### src/rtl/clk_gate_pkg.sv
// ============================================================================
// Package : clk_gate_pkg
// Brief   : Shared types, bounds and ratio-slicing helper for clk_gate_multi.
// Rev     : 1.0  initial release
// ============================================================================
`default_nettype none

package clk_gate_pkg;

  localparam int c_NUM_CH_MAX = 16;
  localparam int c_M_BITS_MAX = 8;
  localparam int c_DIV_W      = c_NUM_CH_MAX * c_M_BITS_MAX;

  typedef enum logic [1:0] {
    IDLE  = 2'd0,
    RUN   = 2'd1,
    DRAIN = 2'd2
  } ch_state_e;

  // Caller passes div_m zero-extended to c_DIV_W and truncates to its own M_BITS.
  function automatic logic [c_M_BITS_MAX-1:0] m_slice(input logic [c_DIV_W-1:0] div_m,
                                                      input int c, input int m_bits);
    logic [c_DIV_W-1:0] w_sh;
    w_sh = div_m >> (c * m_bits);
    return w_sh[c_M_BITS_MAX-1:0];
  endfunction

endpackage

`default_nettype wire

### src/rtl/clk_gate_chan.sv
// ============================================================================
// Module : clk_gate_chan
// Brief  : One gated-clock channel: run/drain FSM, period counter, shadow
//          ratio with pending flag, and a low-transparent gate latch.
// Rev    : 1.0  initial release
// ============================================================================
`default_nettype none

module clk_gate_chan
  import clk_gate_pkg::*;
#(
  parameter int M_BITS  = 3,
  parameter int M_RESET = 0
) (
  input  logic              clkN,
  input  logic              reset,
  input  logic              i_ch_en,
  input  logic [M_BITS-1:0] i_m,
  input  logic              i_cfg_load,
  input  logic              i_align,
  output logic              o_cfg_pend,
  output logic              o_ch_active,
  output logic              o_phase_pass,
  output logic              o_clk_gate
);

  localparam logic [M_BITS-1:0] c_M_RST = M_BITS'(M_RESET);

  ch_state_e         r_state;
  logic [M_BITS-1:0] r_cnt;
  logic [M_BITS-1:0] r_m_act;
  logic [M_BITS-1:0] r_m_shd;
  logic              r_pend;
  logic              r_pass;
  logic              r_gate_lat;

  logic w_run;
  logic w_wrap;
  logic w_apply_pt;

  assign w_run      = (r_state != IDLE);
  assign w_wrap     = w_run && (r_cnt >= r_m_act);
  // Points where a pending shadow ratio may take effect.
  assign w_apply_pt = ((r_state == IDLE) && i_ch_en) || (w_run && (i_align || w_wrap));

  always_ff @(posedge clkN or posedge reset) begin
    if (reset) begin
      r_state <= IDLE;
      r_cnt   <= '0;
      r_pass  <= 1'b0;
      r_m_act <= c_M_RST;
      r_m_shd <= c_M_RST;
      r_pend  <= 1'b0;
    end else begin
      if (w_apply_pt && r_pend) r_m_act <= r_m_shd;
      if (i_cfg_load) begin
        r_m_shd <= i_m;
        r_pend  <= 1'b1;
      end else if (w_apply_pt) begin
        r_pend  <= 1'b0;
      end

      if (!w_run || i_align) begin
        r_cnt  <= '0;
        r_pass <= 1'b0;
      end else if (w_wrap) begin
        r_cnt  <= '0;
        r_pass <= 1'b1;
      end else begin
        r_cnt  <= r_cnt + 1'b1;
        r_pass <= 1'b0;
      end

      case (r_state)
        IDLE:    if (i_ch_en) r_state <= RUN;
        RUN:     if (!i_ch_en) r_state <= DRAIN;
        DRAIN: begin
          if (i_ch_en)                  r_state <= RUN;
          else if (w_wrap && !i_align)  r_state <= IDLE;
        end
        default: r_state <= IDLE;
      endcase
    end
  end

  // Latch only follows pass while clkN is low, so the AND below cannot runt.
  always_latch begin
    if (reset)      r_gate_lat = 1'b0;
    else if (!clkN) r_gate_lat = r_pass;
  end

  assign o_clk_gate   = clkN & r_gate_lat;
  assign o_cfg_pend   = r_pend;
  assign o_ch_active  = w_run;
  assign o_phase_pass = r_pass;

endmodule

`default_nettype wire

### src/rtl/clk_gate_multi.sv
// ============================================================================
// Module : clk_gate_multi
// Brief  : NUM_CH-channel programmable clock gate on clkN; optional phase
//          align input enabled by defining CLKGATE_ALIGN_EN.
// Rev    : 1.0  initial release
// ============================================================================
`default_nettype none

module clk_gate_multi
  import clk_gate_pkg::*;
#(
  parameter int NUM_CH  = 4,
  parameter int M_BITS  = 3,
  parameter int M_RESET = 0
) (
  input  logic                     clkN,
  input  logic                     reset,
`ifdef CLKGATE_ALIGN_EN
  input  logic                     align_i,
`endif
  input  logic [NUM_CH-1:0]        ch_en,
  input  logic [NUM_CH*M_BITS-1:0] div_m,
  input  logic                     cfg_load,
  output logic [NUM_CH-1:0]        cfg_pend_o,
  output logic [NUM_CH-1:0]        ch_active_o,
  output logic [NUM_CH-1:0]        phase_pass_o,
  output logic [NUM_CH-1:0]        clk_gate_o
);

  logic [c_DIV_W-1:0] w_div_ext;
  logic               w_align;

  assign w_div_ext = c_DIV_W'(div_m);

`ifdef CLKGATE_ALIGN_EN
  assign w_align = align_i;
`else
  assign w_align = 1'b0;
`endif

  for (genvar c = 0; c < NUM_CH; c++) begin : g_ch
    logic [M_BITS-1:0] w_m;
    assign w_m = M_BITS'(m_slice(w_div_ext, c, M_BITS));

    clk_gate_chan #(
      .M_BITS  (M_BITS),
      .M_RESET (M_RESET)
    ) u_chan (
      .clkN         (clkN),
      .reset        (reset),
      .i_ch_en      (ch_en[c]),
      .i_m          (w_m),
      .i_cfg_load   (cfg_load),
      .i_align      (w_align),
      .o_cfg_pend   (cfg_pend_o[c]),
      .o_ch_active  (ch_active_o[c]),
      .o_phase_pass (phase_pass_o[c]),
      .o_clk_gate   (clk_gate_o[c])
    );
  end

endmodule

`default_nettype wire

### config.mk
export PLATFORM = sky130hd
export DESIGN_NAME = clk_gate_multi
export DESIGN_NICKNAME = d
export VERILOG_FILES = /design/src/rtl/clk_gate_pkg.sv /design/src/rtl/clk_gate_chan.sv /design/src/rtl/clk_gate_multi.sv
export SDC_FILE = /design/constraint.sdc
export NUM_CORES = 1
export LEC_CHECK = 0
export ABC_AREA = 1
export CAP_MARGIN = 40
export CORE_ASPECT_RATIO = 0.75
export CORE_MARGIN = 5
export CORE_UTILIZATION = 54
export DETAILED_ROUTE_END_ITERATION = 8
export MAX_ROUTING_LAYER = met4
export PLACE_DENSITY_LB_ADDON = 0.1
export SETUP_SLACK_MARGIN = 0.05
export SLEW_MARGIN = 5
export SYNTH_ARGS = -nofsm -noshare
export SYNTH_HDL_FRONTEND = slang
export SYNTH_SLANG_ARGS = --single-unit
### constraint.sdc
create_clock -name clkN -period 2.59 [get_ports clkN]
set_input_delay 0.518 -clock clkN [delete_from_list [all_inputs] [get_ports clkN]]
set_output_delay 0.518 -clock clkN [all_outputs]
set_load 0.02 [all_outputs]
After elaboration in Yosys (flattened, before gate mapping). Cells that the tools add are included.

Bits in registers: 52. Memories: 0. ROM bits: 0. Output and inout bits: 16. Bits in writable memories: 0. Input bits: 19. Bits in latches: 4.

Div/mod/pow operators: 0. $add $sub $neg: 4. Bitwise gates (word level): 4. Shift-type cells: 0. Reduce and logical (&&, ||, !) cells: 36. $lt $le $gt $ge: 4. Eq/ne operators: 20. Multipliers: 0. Muxes and demuxes: 54.

Operators by type and width (number): $mux 2 (16); $mux 1 (26); $mux 3 (8); $pmux 2 s3 (4); $logic_and 1x1->1 (16); $ne 2x2->1 const B (8); $reduce_bool 2->1 (8); $add 3x1->3 const B (4); $ge 3x3->1 (4); $ne 3x2->1 const B (4); $reduce_and 3->1 (4); $eq 2x1->1 const B (4); $eq 2x2->1 const B (4); $logic_not 2->1 (4); $and 1x1->1 (4); $logic_or 1x1->1 (4).

Longest topological paths before layout.
Word-level depth: 6. Gate-level depth with buffers: 9.

Cells and area by module. Synthesis repeated with hierarchy kept, for this count alone.

Cell total of the unflattened synthesis: 301. Area, all modules: 2611.3 µm².

Modules (own cells, without submodules): clk_gate_chan (cells an instance 75, times used 4, area each 651.9 µm²); clk_gate_multi (cells an instance 1, times used 1, area each 3.8 µm²).

==> flow_summary_export.csv <==
group,metric,value,unit
global_route,overflow,0,
layout,multi_input_comb_area,1040,µm²
outcome,status,"complete, but fails checks",
global_route,grt_pass1_vias,1939,
layout,area_delta_synth_final,22.9,%
clock_tree,clkTransAtPathRegs,0.03,ns
routing,drt-pass1-iter-count,4,
routing,met2_length,2170,µm
floorplan,fp-row-count,22,
logic_synthesis,synth_top_area_frac,0.481,
worst_setup_path,critPathKind,"latch2out",
layout,diodes,0,
place,dp.cells,383,
logic_synthesis,synth_warnings,0,
logic_synthesis,async_flop_share,0.929,
logic_synthesis,yosysMostFrequentCell,"nand2_1",
routing,ant_nets,0,
worst_setup_path,crit-reg2reg-launch,"g_ch[0].u_chan.o_phase_pass$_DFF_PP0_",
logic_synthesis,yosysTopAreaCell,"dfrtp_1",
worst_setup_path,max_stage_delay,0.30,ns
worst_setup_path,worstPathArrival,2.39,ns
logic_synthesis,syn_inst,305,
floorplan,die_h,71.3,µm
timing,skew,0.0367,ns
worst_setup_path,cp-start-kind,"latch",
global_route,grt_usage,0.184,
timing,report.final.slew_viol_count,0,
power_and_ir_drop,ir_drop,0.000507,V
power_and_ir_drop,power_per_cell_area,1130,nW/µm²
logic_synthesis,synth_area_leaders,"dfrtp_1 (48%), nand2_1 (15%), ha_1 (7.4%)",
logic_synthesis,yosysUniqueCellTypes,20,
layout,fin_cells,407,
routing,m1WireLength,2190,µm
logic_synthesis,ys_seq_elements,56,
timing,finalHoldViolCount,0,
place,hpwl,3250,µm
timing,grt_setup_unrepaired,"true",
routing,top_layer,"met4",
place,dpl_cell_area,3020,µm²
floorplan,io_pins,35,
clock_tree,insertion_delay,0.55,ns
routing,viasPerCell,4.82,
clock_tree,cts_tree,"done",
layout,seqCellArea,1360,µm²
worst_setup_path,cp_slowest_cell,"dlxtp_1",
logic_synthesis,synth.avg_cell_area,8.87,µm²
routing,drc,0,
worst_hold_path,min-delay-start,"reset",
worst_setup_path,r2r_cells,2,
logic_synthesis,synth_nets,340,
worst_setup_path,cp.required,2.07,ns
global_route,grt_max_degree,40,
worst_setup_path,crit_path_max_fanout,1,
worst_setup_path,timing.rr.end,"g_ch[0].u_chan.r_gate_lat$_DLATCH_P_",
place,portBuffers,34,
timing,tightest_slew,0.451,ns
layout,nFillCells,403,
floorplan,die_w,91.7,µm
worst_setup_path,worstPathCellList,"nand2_1 -> inv_2 -> buf_6",
outcome,violations,"negative setup slack",
routing,route.met3.wl,247,µm
routing,postRouteWirelength,4780,µm
worst_hold_path,hp-class,"in2gate",
logic_synthesis,synth_enable_flop_cells,0,
routing,drt_iter0_markers,76,
power_and_ir_drop,p_leak,1.80,nW
floorplan,start_util,0.555,
floorplan,core_area,4870,µm²
power_and_ir_drop,total_power,3.76,mW
clock_tree,cts_setup_buffers,0,
layout,finalNetCount,380,
logic_synthesis,yosys_most_used_dff,"dfrtp_1",
timing,finalSetupViolations,8,
global_route,grt_pass1_wl,8480,µm
floorplan,die_area,6540,µm²
routing,avgRoutedWirePerCell,11.7,µm
timing,slew_headroom,0.699,
place,gp_congestion,0.766,
timing,setup_ws,-0.314,ns
logic_synthesis,netlist_area,2710,µm²
timing,fin_hold_ws,0.293,ns
layout,stdcell_area,3330,µm²
run,cap_violations,0,
worst_setup_path,path_delay_family,"latches",
worst_hold_path,hold_depth,3,
global_route,antenna_found_initial,0,
worst_setup_path,r2r_slack,0.84,ns
layout,layout-drive-gt1-share,0.161,
worst_setup_path,worst-path-buf-inv,2,
worst_setup_path,cp-end-kind,"output port",
routing,via_count,1960,
logic_synthesis,synth.top_cells.by_count,"nand2_1 (109), dfrtp_1 (52), inv_1 (40)",
-- power by group --
part	internal [mW]	switching, mW	leakage (nW)
registers	1.09	0.189	0.683
clock network	0.667	0.434	0.217
logic	0.553	0.828	0.898
total	2.31	1.45	1.80
-- cells by family (layout without fill, tap and decap cells) --
kind of cell,Yosys count,after routing,synth area share
AO/OA/AOI/OAI,12,12,0.0333
flip-flops,52,52,0.481
XOR/XNOR,4,4,0.0129
buffers and inverters,64,106,0.112
latches,4,4,0.0222
adder cells (fa/ha/maj),16,16,0.0740
AND/OR/NAND/NOR,153,153,0.265
-- worst max path at each step --
stage | start | endpoint | cells past startpoint
2_1_floorplan | g_ch[1].u_chan.r_gate_lat$_DLATCH_P_ | clk_gate_o[1] | 3
3_3_place_gp | g_ch[1].u_chan.r_gate_lat$_DLATCH_P_ | clk_gate_o[1] | 3
3_5_place_dp | g_ch[3].u_chan.r_gate_lat$_DLATCH_P_ | clk_gate_o[3] | 3
4_1_cts | g_ch[3].u_chan.r_gate_lat$_DLATCH_P_ | clk_gate_o[3] | 3
5_1_grt | g_ch[3].u_chan.r_gate_lat$_DLATCH_P_ | clk_gate_o[3] | 3
6_report | g_ch[3].u_chan.r_gate_lat$_DLATCH_P_ | clk_gate_o[3] | 3
-- per-stage QoR --
step / setup slack [ns] / setup TNS [ns] / utilization
finish: -0.314 / -1.23 / 0.683
global route: -0.385 / -1.47 / 0.683
CTS: -0.352 / -1.35 / 0.683
detailed placement: -0.182 / -0.699 / 0.620
global placement: -0.172 / -0.680 / 0.620
floorplan: 0.287 / 0 / -
-- layer usage --
layer	global-route usage	up-vias
met4	0.180	0
met1	0.200	882
met5	-	-
met2	0.235	48
met3	0.0955	18
li1	-	1012
-- area by class of cell --
class,instances,share of cell area
tap,60,0.0226
timing repair buffer,33,0.102
multi-input combinational,185,0.314
clock inverter,7,0.00865
sequential,56,0.409
clock buffer,24,0.0963
inverter,42,0.0474
-- cell usage in the layout (no fill, tap or decap), types with 3 or more instances in the layout --
master	count
nand2_1	108
nand3_4	6
clkbuf_8	20
buf_6	4
nor2_2	4
clkdlybuf4s50_1	30
inv_2	9
dlxtp_1	4
a21oi_1	8
nand2_2	3
inv_1	36
xnor2_1	4
dfrtp_1	52
ha_1	16
nor2_1	16
nand4_1	12
-- worst min-delay path, delay by kind of cell --
| kind | cells | cell delay, ns |
|---|---|---|
| buffers and inverters | 3 | 1.32 |
-- state kept, by name, summed over array words and instances (netlist names) --
| register | flops |
|---|---|
| g_ch.u_chan.r_gate_lat | 4 |
| g_ch.u_chan.o_phase_pass | 4 |
| g_ch.u_chan.r_m_shd | 12 |
| g_ch.u_chan.o_cfg_pend | 4 |
| g_ch.u_chan.r_m_act | 12 |
| g_ch.u_chan.r_state | 8 |
| g_ch.u_chan.r_cnt | 12 |
-- what timing repair did --
| item | CTS | global route |
|---|---|---|
| endpoints found under the setup margin | 8 | 8 |
| hold endpoints to repair | 1 | 0 |
| pin swaps | 3 | 1 |
| hold buffers | 1 | 0 |
| gates resized for setup | 27 | 2 |
Note: power is estimated with default switching activity, not from simulation.
